===== src/rtl/rr_arbiter4.sv =====
// Four-requester round-robin arbiter with bounded bursts and a shared 4:1 data mux.
// A release re-arbitrates on the same edge, so back-to-back grants need no idle cycle.
module rr_arbiter4 #(
    parameter int WIDTH     = 32,
    parameter int MAX_BURST = 4
) (
    input  logic             clk,
    input  logic             reset,
    input  logic [3:0]       req,
    input  logic [WIDTH-1:0] in0,
    input  logic [WIDTH-1:0] in1,
    input  logic [WIDTH-1:0] in2,
    input  logic [WIDTH-1:0] in3,
    input  logic             ready,
    output logic [3:0]       grant,
    output logic [1:0]       select,
    output logic [WIDTH-1:0] out,
    output logic             out_valid,
    output logic             last,
    output logic             busy
);

    localparam logic       IDLE     = 1'b0;
    localparam logic       XFER     = 1'b1;
    localparam logic [3:0] LAST_CNT = 4'(MAX_BURST - 1);

    logic       state_q, state_d;
    logic [1:0] ptr_q, ptr_d;
    logic [1:0] sel_q, sel_d;
    logic [3:0] cnt_q, cnt_d;

    logic       in_xfer;
    logic       beat;
    logic       last_beat;
    logic       release_w;
    logic [1:0] next_ptr;

    // First set request bit scanning upward from p; the lowest offset wins.
    function automatic logic [1:0] pick(input logic [3:0] r, input logic [1:0] p);
        logic [1:0] w;
        logic [1:0] idx;
        w = p;
        for (int i = 3; i >= 0; i--) begin
            idx = p + 2'(i);
            if (r[idx]) w = idx;
        end
        return w;
    endfunction

    assign in_xfer   = (state_q == XFER);
    assign beat      = in_xfer && ready;
    assign last_beat = (cnt_q == LAST_CNT);
    assign next_ptr  = sel_q + 2'd1;
    assign release_w = in_xfer && (beat ? (last_beat || !req[sel_q]) : !req[sel_q]);

    always_comb begin
        state_d = state_q;
        ptr_d   = ptr_q;
        sel_d   = sel_q;
        cnt_d   = cnt_q;
        if (!in_xfer) begin
            if (|req) begin
                state_d = XFER;
                sel_d   = pick(req, ptr_q);
                cnt_d   = '0;
            end
        end else if (release_w) begin
            // The outgoing requester sits at lowest priority under the new pointer.
            ptr_d = next_ptr;
            cnt_d = '0;
            if (|req) begin
                sel_d = pick(req, next_ptr);
            end else begin
                state_d = IDLE;
            end
        end else if (beat) begin
            cnt_d = cnt_q + 4'd1;
        end
    end

    always_ff @(posedge clk) begin
        if (reset) begin
            state_q <= IDLE;
            ptr_q   <= '0;
            sel_q   <= '0;
            cnt_q   <= '0;
        end else begin
            state_q <= state_d;
            ptr_q   <= ptr_d;
            sel_q   <= sel_d;
            cnt_q   <= cnt_d;
        end
    end

    assign busy      = in_xfer;
    assign out_valid = in_xfer;
    assign select    = sel_q;
    assign grant     = in_xfer ? (4'd1 << sel_q) : 4'd0;
    assign last      = in_xfer && last_beat;

    always_comb begin
        out = '0;
        if (in_xfer) begin
            case (sel_q)
                2'd0:    out = in0;
                2'd1:    out = in1;
                2'd2:    out = in2;
                default: out = in3;
            endcase
        end
    end

endmodule


===== config.mk =====
export PLATFORM = sky130hd
export DESIGN_NAME = rr_arbiter4
export DESIGN_NICKNAME = d
export VERILOG_FILES = /design/src/rtl/rr_arbiter4.sv
export SDC_FILE = /design/constraint.sdc
export NUM_CORES = 1
export LEC_CHECK = 0
export CAP_MARGIN = 20
export CORE_ASPECT_RATIO = 1.2
export CORE_MARGIN = 8
export CORE_UTILIZATION = 29
export CTS_CLUSTER_SIZE = 24
export DETAILED_ROUTE_END_ITERATION = 12
export GPL_ROUTABILITY_DRIVEN = 0
export PLACE_DENSITY = 0.82
export SYNTH_ARGS = -nofsm -noshare
export SYNTH_HDL_FRONTEND = slang
export SYNTH_SLANG_ARGS = --single-unit

===== constraint.sdc =====
create_clock -name clk -period 2.7 [get_ports clk]
set_clock_uncertainty 0.2 [all_clocks]
set_input_delay 0.54 -clock clk [delete_from_list [all_inputs] [get_ports clk]]
set_output_delay 0.54 -clock clk [all_outputs]
set_load 0.01 [all_outputs]

## After elaboration in Yosys (flattened, before gate mapping)

Cells that the tools add are included.
Widths: inputs -> output; s select.

- Add/sub/neg operators: 8
- $lt $le $gt $ge: 9
- Equality and inequality tests: 6
- Shift operators: 1
- Mux-type cells: 41
- Reductions and logical operators: 11

Operators with widths:

| cell | number |
|---|---|
| $pmux 32 s3 | 1 |
| $mux 32 | 1 |
| $lt 2x3->1 const B | 9 |
| $mux 2 | 12 |
| $mux 4 | 5 |
| $bmux 1 s2 | 9 |
| $mux 1 | 13 |
| $add 2x2->2 const B | 4 |
| $add 2x1->2 const B | 3 |
| $add 4x1->4 const B | 1 |
| $eq 4x2->1 const B | 1 |
| $ne 2x1->1 const B | 2 |
| $reduce_and 2->1 | 2 |
| $reduce_or 4->1 | 1 |
| $shl 1x2->4 const A | 1 |
| $logic_and 1x1->1 | 3 |
| $ne 3x1->1 const B | 1 |
| $reduce_and 3->1 | 1 |
| $eq 2x1->1 const B | 1 |
| $eq 2x2->1 const B | 1 |
| $logic_not 2->1 | 1 |
| $reduce_bool 2->1 | 1 |
| $logic_not 1->1 | 1 |
| $logic_or 1x1->1 | 1 |

- Flip-flop bits (word level): 9
- Input bits: 135
- Output and inout port bits: 41

## Longest topological paths before layout

Gate-level depths: netlist of the first run.

- Depth in word-level cells: 11
- Depth in mapped cells: 8
- Mapped depth without buffers: 7

## Worst setup path after synthesis of the first run

No wires, ideal clock.

- Path kind: reg-to-output
- Start: register sel_q[0], in the netlist select[0]
- End: output port out[10]
- Arrival time: 1.728 ns
- Path slack: 0.232 ns
- Cell stages (with the launch flop): 9
- Cell sequence: dfxtp_1 buf_6 inv_1 ha_1 clkbuf_1 clkbuf_1 a222oi_1 o21ai_0 and2_1

- Word-level cells in the longest chain between the ends: 3
- Elaborated cells on any way between the ends: 5

Ends and longest elaborated chain:

| element | line | source |
|---|---|---|
| from (decl) | 29 | `logic [1:0] sel_q, sel_d;` |
| from (signal assigned) | 90 | `sel_q <= sel_d;` |
| $eq 2x2->1, or another cell as far along | 104 | `case (sel_q)` |
| $pmux 32 s3 * | 104 |  |
| $mux 32 * | 103 | `if (in_xfer) begin` |
| to (decl) | 17 | `output logic [WIDTH-1:0] out,` |

Every way passes the cells marked *; elsewhere a longest branch is shown, timed or not.

## Worst setup path in the final report of the first run

- Start: register sel_q[0], in the netlist select[0]
- End: output port out[5]

Same word-level chain as after synthesis.

==> flow_summary.ini, run 1 <==
[critical_path]
slowest_stage = dfxtp_4
endpoint_kind = primary output
cp.required_ns = 1.96
critPathMaxStageDelay_ns = 0.37
r2r_end = cnt_q[1]$_SDFFE_PP0P_
cp-start-kind = register
critPathArrivalTime_ns = 1.90
reg2reg_from = select[0]$_SDFFE_PP0P_
crit_type = reg -> out
ff2ff_setup_slack_ns = 0.70
critPathMaxFanout = 17
rr_worst_depth = 6
path_cells = inv_2, ha_4, buf_8, a222oi_1, o21ai_0, and2_1, dlygate4sd2_1

[pwr]
swShare_pct = 36.7
ir_worst_vdd_v = 0.000323
power.leakage_nw = 1.44
pwr-share-clk_pct = 12.9
total_power_mw = 1.20
seqPwrFrac_pct = 13.3
powerDensity_nw_per_um2 = 330
switching_power_mw = 0.438
p_comb_share_pct = 73.8
power.internal_mw = 0.757

[min_path]
min_path_type = reg -> reg
hold_depth = 2
holdCritStartpoint = cnt_q[0]$_SDFFE_PP0P_
min_to = cnt_q[0]$_SDFFE_PP0P_

[route]
via_count = 2625
drc = 0
antenna_left = 0
firstDrtPassIters = 8
wl_per_cell_um = 18.5
drt_iter0_markers = 196
totalWireLength_um = 8880
viasPerCell = 5.48

[final_layout]
mostFrequentLayoutCell = clkdlybuf4s50_1
n_fill_cell = 507
seq_area_um2 = 188
multi_input_area_um2 = 1380
n_antenna_cell = 0
final_cell_mix = clkdlybuf4s50_1 (143), nand2_1 (37), and2_1 (36)
utilization_pct = 64.3
layout-drive-gt1-share_pct = 8.67
nets = 557
final_cells = 479
final_area_um2 = 3620
syn_to_final_growth_pct = 117

[timing]
fmax_mhz = 379
fin_hold_ws_ns = 0.346
relSlewSlack_pct = 68.8
hold_viol_final = 0
drv_slew = 0
min_period_ns = 2.64
setup_viol = 0
rsz0062_at_grt = false
tightest_slew_ns = 0.466
finalCritPeriodShare_pct = 97.7

[floorplanning]
core_um2 = 5630
ios = 176
die_x_um = 85.3
rows = 30
die_area_um2 = 8450
die_y_um = 99.1
initial_core_util_pct = 29.7

[clock_tree]
cts_tree = built
cts.sinks = 9
clk_pin_slew_ns = 0.04
worstSkewPairLatency_ns = 0.23
root_buffer = clkbuf_8
numCtsBuffers = 3
htree_levels = 1
postCtsHoldBufs = 0
clock_path_buffers = 2

[yosys]
synth_top_family_by_area = compound AO/OA/AOI/OAI gates
synth_compound_area_share_pct = 41.0
yosysWarnings = 0
synth_xor_area_share_pct = 0
synth_flop_cell = dfxtp_1
yosys.area_share.simple_pct = 32.2
synthDistinctLibCells = 40
synth_mux_area_share_pct = 3.30
synthAdderAreaFrac_pct = 4.49
syn-num-nets = 388
synthCells = 247
synthArstFlopShare_pct = 0
synthesis.area_um2 = 1670
yosysSeqAreaShare_pct = 10.8
synth-seq-cells = 9
synth_edf_count = 0
avgSynthCellArea_um2 = 6.76

[placement]
dp_hpwl_um = 7140
place_area_um2 = 3530
dp_cells = 474
port_buffers = 175

[global_route]
grt_pass1_wl_um = 13800
grt_max_degree = 38
grt_use_total_pct = 19.8
overflow = 0
antenna_found_initial = 0
grt_pass1_vias = 2566

[status]
outcome = finished clean

[flow_run]
maxCapViolCount = 0
==> routing by layer <==
metal | track usage (%) | up-vias | share of wire (%)
met3 | 4.21 | 12 | 8.4
met2 | 36.3 | 137 | 51
li1 | - | 1275 | -
met4 | 4.05 | 0 | 1.5
met5 | 0 | - | 0
met1 | 22.8 | 1201 | 39
==> per-stage QoR <==
step | setup TNS, ns | setup slack, ns
2_1_floorplan | 0 | 0.232
3_3_place_gp | -0.911 | -0.0747
3_5_place_dp | -1.70 | -0.0904
4_1_cts | -0.0110 | -0.0101
5_1_grt | 0 | 0.00210
6_report | 0 | 0.0634
==> worst max path at each step <==
| stage | slack [ns] | start | end | cells past startpoint |
|---|---|---|---|---|
| floorplan | 0.23 | select[0]$_SDFFE_PP0P_ | out[10] | 8 |
| finish | 0.06 | select[0]$_SDFFE_PP0P_ | out[5] | 7 |
| CTS | -0.01 | select[0]$_SDFFE_PP0P_ | out[22] | 7 |
| global placement | -0.07 | in2[6] | out[6] | 5 |
| detailed placement | -0.09 | in2[22] | out[22] | 5 |
| global route | 0.002 | select[0]$_SDFFE_PP0P_ | out[28] | 7 |
==> final cells by class <==
type	count	area share [%]
timing repair buffer	192	52.7
multi-input combinational	205	38.2
sequential	9	5.18
tap	64	2.21
clock buffer	4	1.24
inverter	5	0.518
==> sequential cells by signal (all words and copies together) (netlist names) <==
register,flops
busy,1
cnt_q,4
ptr_q,2
select,2
==> worst max-delay path, delay by kind of cell (launching register included) <==
kind / cells / cell delay [ns]
AOI/OAI and AO/OA: 2 / 0.47
adders and majority gates: 1 / 0.17
buffers and inverters: 3 / 0.49
DFF: 1 / 0.37
and+or+nand+nor: 1 / 0.15
==> synthesized netlist by cell type (all sizes together), types with 2 or more instances <==
library cell / count / area share, %
ha: 6 / 4.5
nand2b: 5 / 1.9
nand3: 2 / 0.60
and2: 37 / 14
clkbuf: 20 / 4.5
inv: 5 / 1.1
nand2: 38 / 9.0
mux4: 2 / 2.7
a211oi: 2 / 0.90
nand4: 2 / 0.75
nor2: 11 / 2.5
a21oi: 10 / 3.0
or3: 3 / 1.2
o21ai: 37 / 11
dfxtp: 9 / 11
buf: 8 / 2.6
o31ai: 2 / 0.90
a222oi: 32 / 19
==> kinds of logic (layout without fill, tap and decap cells) <==
family | after synthesis | after routing
multiplexers | 3 | 3
AND/OR/NAND/NOR | 104 | 104
flip-flops | 9 | 9
AO/OA/AOI/OAI | 92 | 92
adder cells (fa/ha/maj) | 6 | 6
buffers and inverters | 33 | 201
==> power by group through the flow <==
stage          Clock, mW  Sequential, mW  Combinational, mW
6_report           0.154           0.159              0.882
3_5_place_dp           0           0.157              0.893
3_3_place_gp           0           0.156              0.876
5_1_grt            0.164           0.160              0.959
4_1_cts            0.156           0.156              0.850
2_1_floorplan          0           0.160              0.405
==> timing repair <==
item                                    4_1_cts  5_1_grt
gates resized for setup                      39       29
endpoints found under the hold margin         0        0
setup buffers                                 0        1
endpoints found under the setup margin       32       31
pin swaps                                     4       16
Power figures use the tool's default switching activity.
==> run 2, diff against run 1 <==
--- a/config.mk
+++ b/config.mk
@@ -6,13 +6,15 @@
 export NUM_CORES = 1
 export LEC_CHECK = 0
 export CAP_MARGIN = 20
+export CELL_PAD_IN_SITES_DETAIL_PLACEMENT = 2
+export CELL_PAD_IN_SITES_GLOBAL_PLACEMENT = 2
 export CORE_ASPECT_RATIO = 1.2
 export CORE_MARGIN = 8
-export CORE_UTILIZATION = 29
+export CORE_UTILIZATION = 13
 export CTS_CLUSTER_SIZE = 24
 export DETAILED_ROUTE_END_ITERATION = 12
 export GPL_ROUTABILITY_DRIVEN = 0
-export PLACE_DENSITY = 0.82
+export PLACE_DENSITY_LB_ADDON = 0.1
 export SYNTH_ARGS = -nofsm -noshare
 export SYNTH_HDL_FRONTEND = slang
 export SYNTH_SLANG_ARGS = --single-unit
==> flow_summary.ini, run 2 (synthesis gave the netlist of run 1 again) <==
[status]
outcome = finished clean

[timing]
min_period_ns = 2.65
finalCritPeriodShare_pct = 98.3
setup_viol = 0
rsz0062_at_grt = true
fin_hold_ws_ns = 0.336
hold_viol_final = 0
relSlewSlack_pct = 67.6
drv_slew = 0
fmax_mhz = 377
setup_slack_ns = 0.0463
tightest_slew_ns = 0.485

[min_path]
min_to = cnt_q[1]$_SDFFE_PP0P_
hold_depth = 2
min_path_type = reg -> reg
holdCritStartpoint = cnt_q[1]$_SDFFE_PP0P_

[flow_run]
maxCapViolCount = 0

[clock_tree]
clock_path_buffers = 2
root_buffer = clkbuf_16
numCtsBuffers = 3
cts.sinks = 9
htree_levels = 1
cts_tree = built
worstSkewPairLatency_ns = 0.23
postCtsHoldBufs = 0
clk_pin_slew_ns = 0.04

[global_route]
grt_pass1_vias = 3032
grt_pass1_wl_um = 18600
antenna_found_initial = 0
grt_max_degree = 25
grt_use_total_pct = 13.9
overflow = 0

[critical_path]
critPathMaxStageDelay_ns = 0.36
rr_worst_depth = 5
cp-start-kind = register
ff2ff_setup_slack_ns = 0.63
critPathArrivalTime_ns = 1.91
path_cells = inv_4, ha_4, buf_12, buf_8, a222oi_1, o21ai_1, and2_1, clkdlybuf4s15_2
crit_type = reg -> out
endpoint_kind = primary output
critPathMaxFanout = 9
reg2reg_from = select[0]$_SDFFE_PP0P_
cp.required_ns = 1.96
slowest_stage = dfxtp_4
r2r_end = select[1]$_SDFFE_PP0P_

[floorplanning]
die_y_um = 140
die_x_um = 119
ios = 176
die_area_um2 = 16700
core_um2 = 12600
initial_core_util_pct = 13.2
rows = 45

[route]
totalWireLength_um = 12300
viasPerCell = 4.63
route.met3.wl_um = 686
drc = 0
wl_met1_um = 5160
top_layer_used = met4
wl_per_cell_um = 20.7
via_count = 2748
firstDrtPassIters = 8
wl_met2_um = 6400
antenna_left = 0
drt_iter0_markers = 185

[final_layout]
final_cells = 593
n_fill_cell = 1467
seq_area_um2 = 185
nets = 571
syn_to_final_growth_pct = 136
mostFrequentLayoutCell = clkdlybuf4s50_1
n_antenna_cell = 0
top_register = cnt_q
layout-drive-gt1-share_pct = 16.1
multi_input_area_um2 = 1400
final_area_um2 = 3940
final_cell_mix = clkdlybuf4s50_1 (143), nand2_1 (37), and2_1 (36)
largest_reg_flops = 4

[placement]
port_buffers = 175
dp_cells = 587
dp_hpwl_um = 9840
dpl_worst_slack_ns = -0.282
place_area_um2 = 3820

[pwr]
powerDensity_nw_per_um2 = 365
power.leakage_nw = 1.51
ir_worst_vdd_v = 0.000143
-- run 2: changes by cell type in the layout (fill, tap and decap cells not counted), moves of 3 or more --
cell and delta:
buf_12 +5, buf_2 +9, buf_4 +9, clkbuf_16 +4, clkbuf_2 +6, clkbuf_8 -3, clkdlybuf4s15_2 +3, dlygate4sd2_1 -19
o21ai_0 -16, o21ai_1 +16
-- run 2: metrics by stage --
step | TNS (ns) | total power [mW] | utilization, %
floorplan | 0 | 0.565 | -
global placement | -2.45 | 1.14 | 30.3
detailed placement | -3.50 | 1.16 | 30.3
CTS | -0.0638 | 1.42 | 30.9
global route | -0.167 | 1.54 | 31.3
finish | 0 | 1.44 | 31.3
-- run 2: cell type report --
class / instances / area share [%]
clock buffer: 4 / 2.00
inverter: 5 / 0.540
multi-input combinational: 205 / 35.6
sequential: 9 / 4.70
tap: 164 / 5.20
timing repair buffer: 206 / 52.0
-- run 2: how the worst max path moves through the flow --
stage,start,to,slack [ns]
final,select[0]$_SDFFE_PP0P_,out[4],0.05
after CTS,select[0]$_SDFFE_PP0P_,out[27],-0.03
after detailed placement,select[0]$_SDFFE_PP0P_,out[26],-0.28
after global placement,in2[0],out[0],-0.22
after global routing,select[0]$_SDFFE_PP0P_,out[4],-0.11
after floorplan,select[0]$_SDFFE_PP0P_,out[10],0.23
-- run 2: timing repair --
item,CTS,global route
buffers inserted,0,1
setup endpoints to repair,32,31
gates cloned,0,1
endpoints found under the hold margin,0,0
gates resized for setup,97,40
pin swaps,30,36
-- run 2: layer usage --
layer  global-route usage [%]  up-vias
met3                     2.65        2
met5                        0        -
met1                     16.5     1348
met4                     1.38        0
met2                     25.9       94
li1                         -     1304
-- run 2: power breakdown --
group,internal (mW),switching [mW]
clock network,0.198,0.0666
registers,0.145,0.0148
logic,0.578,0.438
total,0.920,0.520
-- run 2: critical path, delay by kind of cell, from the launching register on --
kind                     cells  cell delay [ns]
AND/OR/NAND/NOR              1             0.16
buffers and inverters        4             0.55
adder cells (fa/ha/maj)      1             0.16
flip-flops                   1             0.36
AO/OA/AOI/OAI                2             0.45
